[config.mk]
export PLATFORM = sky130hd
export DESIGN_NAME = mem_stage_ctrl_flat
export DESIGN_NICKNAME = d
export VERILOG_FILES = /design/src/rtl/mem_stage_ctrl_if.sv /design/src/rtl/mem_stage_ctrl.sv /design/src/flat_wrapper.sv
export SDC_FILE = /design/constraint.sdc
export NUM_CORES = 1
export LEC_CHECK = 0
export CORE_ASPECT_RATIO = 1.75
export CORE_MARGIN = 3
export CORE_UTILIZATION = 45
export CTS_CLUSTER_DIAMETER = 50
export DETAILED_ROUTE_END_ITERATION = 8
export PLACE_DENSITY = 0.85
export SYNTH_ARGS = -nofsm -noshare
export SYNTH_HDL_FRONTEND = slang
export SYNTH_SLANG_ARGS = --single-unit
[constraint.sdc]
create_clock -name clk -period 3 [get_ports clk]
set_input_delay 0.6 -clock clk [delete_from_list [all_inputs] [get_ports clk]]
set_output_delay 0.6 -clock clk [all_outputs]
set_load 0.05 [all_outputs]
[src/rtl/mem_stage_ctrl_if.sv]
// ============================================================================
// Module   : mem_stage_ctrl_if
// Brief    : Data-memory req/ack port between the MEM stage and data memory.
// Revision : 1.0
// ============================================================================
`default_nettype none

interface mem_stage_ctrl_if #(
    parameter int DATA_W = 32
);
    logic              mem_req;
    logic              mem_we;
    logic [DATA_W-1:0] mem_addr;
    logic [DATA_W-1:0] mem_wdata;
    logic [DATA_W-1:0] mem_rdata;
    logic              mem_ack;

    modport master (
        output mem_req, mem_we, mem_addr, mem_wdata,
        input  mem_rdata, mem_ack
    );

    modport slave (
        input  mem_req, mem_we, mem_addr, mem_wdata,
        output mem_rdata, mem_ack
    );
endinterface

`default_nettype wire

[src/rtl/mem_stage_ctrl.sv]
// ============================================================================
// Module   : mem_stage_ctrl
// Brief    : MEM stage: data-memory access FSM, pipeline stall, branch resolve,
//            MEM/WB pipeline register.
// Revision : 1.0
// ============================================================================
`default_nettype none

module mem_stage_ctrl #(
    parameter int DATA_W  = 32,
    parameter int TIMEOUT = 16
) (
    input  wire logic              clk,
    input  wire logic              rst,
    input  wire logic [DATA_W-1:0] branch_addr_i,
    input  wire logic [DATA_W-1:0] alu_result_i,
    input  wire logic [DATA_W-1:0] store_data_i,
    input  wire logic [4:0]        rd_i,
    input  wire logic              zero_i,
    input  wire logic              reg_write_i,
    input  wire logic              mem_to_reg_i,
    input  wire logic              mem_read_i,
    input  wire logic              mem_write_i,
    input  wire logic              branch_i,
    mem_stage_ctrl_if.master       dmem,
    output logic                   stall_o,
    output logic                   pc_src_o,
    output logic [DATA_W-1:0]      pc_target_o,
    output logic [DATA_W-1:0]      wb_read_data_o,
    output logic [DATA_W-1:0]      wb_alu_result_o,
    output logic [4:0]             wb_rd_o,
    output logic                   wb_reg_write_o,
    output logic                   wb_mem_to_reg_o,
    output logic                   mem_err_o
);

    localparam int CNT_W = (TIMEOUT > 2) ? $clog2(TIMEOUT) : 1;

    typedef enum logic [1:0] {
        S_IDLE = 2'd0,
        S_BUSY = 2'd1,
        S_DONE = 2'd2
    } state_t;

    state_t            state_q, state_d;
    logic              req_q, req_d;
    logic              we_q, we_d;
    logic [DATA_W-1:0] addr_q, addr_d;
    logic [DATA_W-1:0] wdata_q, wdata_d;
    logic [DATA_W-1:0] rdata_q, rdata_d;
    logic [CNT_W-1:0]  cnt_q, cnt_d;
    logic              err_q, err_d;
    logic              stall;
    logic              access;

    assign access = mem_read_i | mem_write_i;

    always_ff @(posedge clk) begin
        if (rst) begin
            state_q <= S_IDLE;
            req_q   <= 1'b0;
            we_q    <= 1'b0;
            addr_q  <= '0;
            wdata_q <= '0;
            rdata_q <= '0;
            cnt_q   <= '0;
            err_q   <= 1'b0;
        end else begin
            state_q <= state_d;
            req_q   <= req_d;
            we_q    <= we_d;
            addr_q  <= addr_d;
            wdata_q <= wdata_d;
            rdata_q <= rdata_d;
            cnt_q   <= cnt_d;
            err_q   <= err_d;
        end
    end

    always_comb begin
        state_d = state_q;
        req_d   = req_q;
        we_d    = we_q;
        addr_d  = addr_q;
        wdata_d = wdata_q;
        rdata_d = rdata_q;
        cnt_d   = cnt_q;
        err_d   = err_q;
        stall   = 1'b0;
        case (state_q)
            S_IDLE: begin
                if (access) begin
                    stall = 1'b1;
                    if (alu_result_i[1:0] != 2'b00) begin
                        // Misaligned: never reaches memory, retire with zero data
                        err_d   = 1'b1;
                        rdata_d = '0;
                        state_d = S_DONE;
                    end else begin
                        addr_d  = alu_result_i;
                        wdata_d = store_data_i;
                        we_d    = mem_write_i;
                        req_d   = 1'b1;
                        cnt_d   = '0;
                        state_d = S_BUSY;
                    end
                end
            end
            S_BUSY: begin
                stall = 1'b1;
                // Ack is checked first so a response on the last allowed cycle wins
                if (dmem.mem_ack) begin
                    rdata_d = we_q ? '0 : dmem.mem_rdata;
                    req_d   = 1'b0;
                    state_d = S_DONE;
                end else if (cnt_q == CNT_W'(TIMEOUT - 1)) begin
                    req_d   = 1'b0;
                    err_d   = 1'b1;
                    rdata_d = '0;
                    state_d = S_DONE;
                end else begin
                    cnt_d = cnt_q + CNT_W'(1);
                end
            end
            S_DONE: begin
                state_d = S_IDLE;
            end
            default: begin
                state_d = S_IDLE;
                req_d   = 1'b0;
            end
        endcase
    end

    always_ff @(posedge clk) begin
        if (rst) begin
            wb_read_data_o  <= '0;
            wb_alu_result_o <= '0;
            wb_rd_o         <= '0;
            wb_reg_write_o  <= 1'b0;
            wb_mem_to_reg_o <= 1'b0;
        end else if (stall) begin
            wb_reg_write_o  <= 1'b0;
            wb_mem_to_reg_o <= 1'b0;
        end else begin
            wb_alu_result_o <= alu_result_i;
            wb_rd_o         <= rd_i;
            wb_reg_write_o  <= reg_write_i;
            wb_mem_to_reg_o <= mem_to_reg_i;
            wb_read_data_o  <= (state_q == S_DONE) ? rdata_q : '0;
        end
    end

    assign stall_o        = stall;
    assign pc_src_o       = branch_i & zero_i & ~stall;
    assign pc_target_o    = branch_addr_i;
    assign mem_err_o      = err_q;
    assign dmem.mem_req   = req_q;
    assign dmem.mem_we    = we_q;
    assign dmem.mem_addr  = addr_q;
    assign dmem.mem_wdata = wdata_q;

endmodule

`default_nettype wire
[src/flat_wrapper.sv]
// flat-port wrapper written by rule: the top's interface ports become plain ports
module mem_stage_ctrl_flat 
#(
    parameter int DATA_W  = 32,
    parameter int TIMEOUT = 16
)
  (clk, rst, branch_addr_i, alu_result_i, store_data_i, rd_i, zero_i, reg_write_i, mem_to_reg_i, mem_read_i, mem_write_i, branch_i, stall_o, pc_src_o, pc_target_o, wb_read_data_o, wb_alu_result_o, wb_rd_o, wb_reg_write_o, wb_mem_to_reg_o, mem_err_o, dmem_mem_req, dmem_mem_we, dmem_mem_addr, dmem_mem_wdata, dmem_mem_rdata, dmem_mem_ack);
  mem_stage_ctrl_if #(.DATA_W(DATA_W)) dmem_i ();
  input  wire logic clk;
  input  wire logic rst;
  input  wire logic [DATA_W-1:0] branch_addr_i;
  input  wire logic [DATA_W-1:0] alu_result_i;
  input  wire logic [DATA_W-1:0] store_data_i;
  input  wire logic [4:0] rd_i;
  input  wire logic zero_i;
  input  wire logic reg_write_i;
  input  wire logic mem_to_reg_i;
  input  wire logic mem_read_i;
  input  wire logic mem_write_i;
  input  wire logic branch_i;
  output logic stall_o;
  output logic pc_src_o;
  output logic [DATA_W-1:0] pc_target_o;
  output logic [DATA_W-1:0] wb_read_data_o;
  output logic [DATA_W-1:0] wb_alu_result_o;
  output logic [4:0] wb_rd_o;
  output logic wb_reg_write_o;
  output logic wb_mem_to_reg_o;
  output logic mem_err_o;
  output wire logic [$bits(dmem_i.mem_req)-1:0] dmem_mem_req;
  output wire logic [$bits(dmem_i.mem_we)-1:0] dmem_mem_we;
  output wire logic [$bits(dmem_i.mem_addr)-1:0] dmem_mem_addr;
  output wire logic [$bits(dmem_i.mem_wdata)-1:0] dmem_mem_wdata;
  input wire logic [$bits(dmem_i.mem_rdata)-1:0] dmem_mem_rdata;
  input wire logic [$bits(dmem_i.mem_ack)-1:0] dmem_mem_ack;
  assign dmem_mem_req = dmem_i.mem_req;
  assign dmem_mem_we = dmem_i.mem_we;
  assign dmem_mem_addr = dmem_i.mem_addr;
  assign dmem_mem_wdata = dmem_i.mem_wdata;
  assign dmem_i.mem_rdata = dmem_mem_rdata;
  assign dmem_i.mem_ack = dmem_mem_ack;
  mem_stage_ctrl #(.DATA_W(DATA_W), .TIMEOUT(TIMEOUT)) u_core (.clk(clk), .rst(rst), .branch_addr_i(branch_addr_i), .alu_result_i(alu_result_i), .store_data_i(store_data_i), .rd_i(rd_i), .zero_i(zero_i), .reg_write_i(reg_write_i), .mem_to_reg_i(mem_to_reg_i), .mem_read_i(mem_read_i), .mem_write_i(mem_write_i), .branch_i(branch_i), .dmem(dmem_i), .stall_o(stall_o), .pc_src_o(pc_src_o), .pc_target_o(pc_target_o), .wb_read_data_o(wb_read_data_o), .wb_alu_result_o(wb_alu_result_o), .wb_rd_o(wb_rd_o), .wb_reg_write_o(wb_reg_write_o), .wb_mem_to_reg_o(wb_mem_to_reg_o), .mem_err_o(mem_err_o));
endmodule
==> results of run 1 <==
-- final timing paths --
path | start | endpoint | slack, ns | depth (start not counted)
hold reg to reg | u_core.rdata_q[21] | u_core.rdata_q[21] | 0.45 | 2
setup / recovery | mem_write_i | pc_src_o | 0.26 | 5
hold / removal | u_core.rdata_q[21] | u_core.rdata_q[21] | 0.45 | 2
setup reg to reg | u_core.state_q[1] | u_core.cnt_q[3] | 0.91 | 3
-- power breakdown --
group	internal (mW)	switching (mW)	total, mW	leakage (nW)
clock network	1.12	0.994	2.11	0.272
registers	2.42	0.0582	2.48	1.43
logic	0.353	0.611	0.964	1.52
total	3.90	1.66	5.56	3.22
-- per-layer routing --
| metal | vias up | routed length [um] | GRT usage |
|---|---|---|---|
| li1 | 3072 | - | - |
| met1 | 3016 | 7400 | 0.265 |
| met2 | 288 | 10800 | 0.428 |
| met3 | 89 | 1370 | 0.0399 |
| met4 | 0 | 1390 | 0.155 |
| met5 | - | 0 | 0 |
-- sequential cells by signal (all words and copies together) (netlist names), 2 cells and up --
signal                  count
u_core.wb_rd_o              5
u_core.rdata_q             32
u_core.cnt_q                4
u_core.wb_alu_result_o     32
u_core.dmem.mem_addr       32
u_core.wb_read_data_o      32
u_core.dmem.mem_wdata      32
u_core.state_q              2
-- cell type report --
cell class                 instances  area share
clock buffer                      19      0.0459
timing repair buffer             262       0.272
sequential                       176       0.366
inverter                           5     0.00195
multi-input combinational        476       0.279
tap                              183      0.0237
clock inverter                    13      0.0119
-- metrics by stage --
step	utilization	setup slack (ns)	hold WS, ns
final	0.647	0.264	0.447
after global routing	0.647	0.152	0.467
after CTS	0.647	0.220	0.449
after detailed placement	0.609	0.228	0.441
after global placement	0.609	0.275	0.434
after floorplan	-	0.395	0.429
-- cell usage in the layout (no fill, tap or decap), drive strengths merged, types with 15 or more instances in the layout --
| cell | Yosys | final |
|---|---|---|
| a21oi | 103 | 103 |
| a32oi | 32 | 32 |
| buf | 62 | 16 |
| clkbuf | 51 | 19 |
| clkdlybuf4s50 | 0 | 246 |
| dfxtp | 176 | 176 |
| inv | 4 | 15 |
| nand2 | 36 | 36 |
| nand3 | 103 | 103 |
| nor2 | 37 | 37 |
| o21ai | 102 | 102 |
| o2bb2ai | 32 | 32 |
-- cell families after synthesis --
group / Yosys count
AOI/OAI and AO/OA: 279
buffers and inverters: 118
and+or+nand+nor: 196
adders and majority gates: 1
DFF: 176
-- worst max-delay path, cell delays in order --
cell and delay (ns):
clkdlybuf4s50_1 0.62, nor3_2 0.10, nor2_1 0.45, nor2_1 0.17, buf_12 0.19
==> insert_results.sql, run 1 <==
INSERT INTO impl_metrics (metric_group, metric, value, unit) VALUES
('critical_path', 'worstSetupEndpointType', 'output pin', ''),
('power', 'vdd.ir_drop.worst', '392', 'uV'),
('cts', 'cts.clk_slew.worst_paths', '0.06', 'ns'),
('cts', 'cts.path.max_buffers', '2', ''),
('cts', 'clock_tree.root_cell', 'clkbuf_16', ''),
('grt', 'grt_pass1_vias', '6265', ''),
('layout', 'layout-drive-gt1-share', '0.0652', ''),
('detailed_routing', 'detail_route.iter0.violations', '456', ''),
('layout', 'final_instance_area', '0.00964', 'mm^2'),
('critical_path', 'cp_data_arrival_time', '2.14', 'ns'),
('grt', 'pin_count_of_the_biggest_net_entering_global_routing', '70', ''),
('layout', 'multi_input_area', '0.00269', 'mm^2'),
('detailed_routing', 'first_pass_iters', '5', ''),
('layout', 'number_of_fillers_in_the_final_layout', '1229', ''),
('floorplan', 'die_w', '99.3', 'um'),
('synthesis', 'mappedNetlistNets', '913', ''),
('placed_design', 'place.detailed.hpwl', '13.9', 'mm'),
('layout', 'final_nets', '1081', ''),
('outcome', 'status', 'finished clean', ''),
('detailed_routing', 'post_drt_wl_per_cell', '18.5', 'um'),
('flow_run', 'max_cap_viol_count', '0', ''),
('hold_path', 'holdCritPathClass', 'flop to flop', ''),
('grt', 'grt_pass1_wl', '32.9', 'mm'),
('synthesis', 'yosys.area_share.simple', '0.140', ''),
('floorplan', 'core', '0.0149', 'mm^2'),
('synthesis', 'post_synth_fa_ha_maj_area_fraction', '0.00183', ''),
('floorplan', 'fp.dieArea', '0.0168', 'mm^2'),
('detailed_routing', 'antenna_violating_nets_post_route', '0', ''),
('synthesis', 'synth-edff-count', '0', ''),
('placed_design', 'placed_area', '0.00908', 'mm^2'),
('critical_path', 'critPathMaxFanout', '6', ''),
('timing', 'timing.final.hold_violations', '0', ''),
('critical_path', 'required', '2.40', 'ns'),
('layout', 'finish.cell_count_without_fillers', '1134', ''),
('synthesis', 'synth_compound_area_frac', '0.246', ''),
('synthesis', 'post-synth-top-area-fraction', '0.514', ''),
('timing', 'clock-skew-final', '0.0108', 'ns'),
('synthesis', 'yosysMostFrequentCell', 'dfxtp_1', ''),
('detailed_routing', 'residual_drc', '0', ''),
('synthesis', 'synth-main-ff-cell', 'dfxtp_1', ''),
('cts', 'clk-insertion-delay-late', '0.41', 'ns'),
('grt', 'grt_util_all_layers', '0.242', ''),
('layout', 'synthToLayoutAreaGrowth', '40.7', '%'),
('synthesis', 'synthXorXnorAreaFrac', '0', ''),
('grt', 'initial_antenna_violation_count', '0', ''),
('cts', 'hold_buffers', '0', ''),
('synthesis', 'netlist_top_cells_area', 'dfxtp_1, a21oi_1, nand3_1', ''),
('synthesis', 'netlist_instances', '770', ''),
('synthesis', 'synth_seq_area_share', '0.514', ''),
('layout', 'register_cell_area_after_layout', '0.00352', 'mm^2'),
('synthesis', 'synth.avg_cell_area', '8.90', 'um^2'),
('cts', 'cts.repair_timing.setup_buffer_count', '0', ''),
('layout', 'num_antenna_cells', '0', ''),
('cts', 'cts-resized-gates', '0', ''),
('synthesis', 'synth.mux.area_fraction', '0', ''),
('synthesis', 'netlist-cell-type-count', '40', ''),
('detailed_routing', 'avgViaCountPerCell', '5.70', ''),
('timing', 'final.min_clock_period', '2.74', 'ns'),
('cts', 'cts-htree-levels', '4', ''),
('synthesis', 'ys_seq_elements', '176', ''),
('placed_design', 'count_of_buffers_from_port_buffering', '249', ''),
('floorplan', 'number_of_ports_placed_on_the_die_boundary', '314', ''),
('timing', 'maxSlewHeadroom', '0.476', ''),
('detailed_routing', 'route.final.wire_length', '20.9', 'mm'),
('synthesis', 'largest_family_of_logic_cells_by_synthesized_area', 'compound AO/OA/AOI/OAI gates', ''),
('synthesis', 'synth_top_cells_by_count', 'dfxtp_1, a21oi_1, nand3_1, o21ai_0, clkbuf_1', ''),
('critical_path', 'timing.critical_path.from_type', 'primary input', ''),
('cts', 'cts_tree', 'yes', ''),
('power', 'p_leak', '3.22', 'nW'),
('timing', 'fmax', '0.365', 'GHz'),
('timing', 'pins_over_their_slew_limit', '0', '');
(Power assumes the default switching activity.)
==> inputs of run 2 (changes only) <==
--- a/config.mk
+++ b/config.mk
@@ -8,7 +8,7 @@
 export CORE_ASPECT_RATIO = 1.75
 export CORE_MARGIN = 3
 export CORE_UTILIZATION = 45
-export CTS_CLUSTER_DIAMETER = 50
+export CTS_CLUSTER_DIAMETER = 40
 export DETAILED_ROUTE_END_ITERATION = 8
 export PLACE_DENSITY = 0.85
 export SYNTH_ARGS = -nofsm -noshare
==> results of run 2 <==
No change in the layout: final DEF, timing and power equal those of run 1.
==> patch, RTL diff (config.mk and constraints of run 1) <==
Encoding of `state_t`: now one-hot (3 bits for 3 states).
--- a/src/rtl/mem_stage_ctrl.sv
+++ b/src/rtl/mem_stage_ctrl.sv
@@ -38,6 +38,6 @@
 
-    typedef enum logic [1:0] {
-        S_IDLE = 2'd0,
-        S_BUSY = 2'd1,
-        S_DONE = 2'd2
+    typedef enum logic [2:0] {
+        S_IDLE = 3'b001,
+        S_BUSY = 3'b010,
+        S_DONE = 3'b100
     } state_t;
Formal check against the unedited RTL: same outputs for any inputs over 4 cycles, from zero or initial values and one cycle with rst high; so few cycles prove little.
==> patch against run 1 <==
- design area fell by 3.3%
- sequential cell count increased by 1
- setup slack improved by 0.25 ns
- worst hold slack better by 0.0058 ns
- area after synthesis shrank 7.7%
- sequential share of layout area up 1.4 points
- via count decreased by 10%
- power up 4.4%
- wire length shrank 5.2%
==> patch: results (changes against run 1) <==
| Metric | Value |
|---|---|
| Non-CTS inverters | 4 (-1) |
| Syn nets | 835 (-8.5%) |
| Global-route wire length before repair | 30000 um (-8.6%) |
| Least-Margin Pin Slew | 1.27 ns (+0.483 ns) |
| DP Area | 0.00874 mm2 (-3.8%) |
| Post-layout nets | 1029 (-4.8%) |
| P&R area growth vs syn | 47.5% |
| Yosys cell types | 36 (-10%) |
| Crit path max fanout | 3 (-3) |
| Share of layout cells above drive strength 1 | 6.35% (-0.16 points) |
| Largest net degree at the start of global routing | 63 (-10%) |
| Ys Warns | 0 (unchanged) |
| NonClk Buf Share | 28.3% (+1.2 points) |
| GRT Overall Usage | 24.9% (+0.66 points) |
| Sequential-to-total area share from yosys stat | 56.1% (+4.6 points) |
| LEAKAGE | 0.00334 uW (+3.6%) |
| H-tree depth | 4 (unchanged) |
| Register bit total from synthesis | 177 (+0.57%) |
| Hold Path End | u_core.dmem.mem_wdata[0] |
| Well tap count | 174 (-4.9%) |
| Post-Syn Instances | 692 (-10%) |
| Peak VDD IR | 0.454 mV (+16%) |
| # clk buffers | 18 (-1) |
| Clock Tree Buf Depth | 2 (unchanged) |
| Outcome | finished clean |
| Initial drt markers | 193 (-58%) |
| WHS | 0.453 ns (+0.00576 ns) |
| Worst Hold Class | reg2reg |
| FILL cells | 1060 (-14%) |
| Vias | 5787 (-10%) |
| Final HPWL DP | 14100 um (+1.5%) |
| Top post-synthesis cells by area | dfxtp_1 (56%), a22o_1 (8.7%), a21oi_1 (8.3%) |
| Worst-path clk slew | 0.06 ns (about the same) |
| Layout Skew | 0.00811 ns (-0.00268 ns) |
| Clock root cell | clkbuf_16 |
| Number of multi-input combinational cells | 421 (-12%) |
| Reg2reg end | u_core.rdata_q[12] |
| Initial antenna violation count | 1 (+1) |
| Number of global-route vias before repair | 5677 (-9.4%) |
| Clock-cell share | 6.31% (+0.52 points) |
| Hold Path Origin | u_core.dmem.mem_wdata[0] |
| R2R setup slack | 0.76 ns (-0.15 ns) |
| Multi-input logic area | 0.00232 mm2 (-14%) |
| Setup WS pre-CTS | 0.450 ns (+0.221 ns) |
| CP max stage delay | 0.48 ns (-0.14 ns) |
| Gpl congestion | 0.802 (-4.9%) |
| Seq/total area | 38.0% (+1.4 points) |
| CP arrival | 1.89 ns (-0.25 ns) |
| Wire per inst | 18.5 um (+0.26%) |
| Total wire length | 19800 um (-5.2%) |
| Repair and plain buffers | 265 (+1.1%) |
| Reg2Reg Depth | 5 (+2) |
| Ant. Diodes | 1 (+1) |
| Most common library cells after synthesis | dfxtp_1 (177), nand2_1 (126), a21oi_1 (105) |
## patch: cell count changes in the layout (fill, tap and decap cells not counted), sizes merged, moves of 27 or more
| cell | change |
|---|---|
| o2bb2ai | -31 |
| o21ai | -63 |
| nand2 | +90 |
| a32oi | -31 |
| nand3 | -58 |
| a22o | +62 |
| nor2 | -27 |
## patch: worst max-delay path by stage
| stage | startpoint | to | slack (ns) | cells after the start |
|---|---|---|---|---|
| 6_report | mem_write_i | stall_o | 0.51 | 6 |
| 5_1_grt | mem_read_i | stall_o | 0.46 | 6 |
| 4_1_cts | mem_write_i | stall_o | 0.49 | 6 |
| 3_5_place_dp | mem_write_i | u_core.dmem.mem_addr[30] | 0.45 | 7 |
| 3_3_place_gp | mem_write_i | stall_o | 0.49 | 6 |
| 2_1_floorplan | mem_write_i | pc_src_o | 0.14 | 5 |
## patch: logic make-up after synthesis
group / count (synthesis) / share of synthesized area [%]
and+or+nand+nor: 199 / 13.7
DFF: 177 / 56.1
adders and majority gates: 1 / 0.198
AOI/OAI and AO/OA: 220 / 22.1
buffers and inverters: 94 / 7.80
xor gates and xnor gates: 1 / 0.139
## patch: critical path: cells and delay by family
family / cells / cell delay (ns)
AO/OA/AOI/OAI: 1 / 0.21
AND/OR/NAND/NOR: 2 / 0.24
buffers and inverters: 3 / 0.83
## patch: routing by layer
layer / part of all wire [%] / up-vias / routed length (um) / track usage (%)
met2: 53 / 265 / 10500 / 44.1
met3: 6.8 / 74 / 1340 / 5.73
li1: - / 2756 / - / -
met1: 34 / 2692 / 6840 / 25.7
met5: 0 / - / 0 / 0
met4: 5.8 / 0 / 1140 / 15.3
## patch: report_power, final
group	switching, uW	leakage (uW)	internal (uW)
combinational	692	0.00162	396
sequential	56.0	0.00144	2450
clock	899	0.000283	1310
total	1650	0.00334	4160
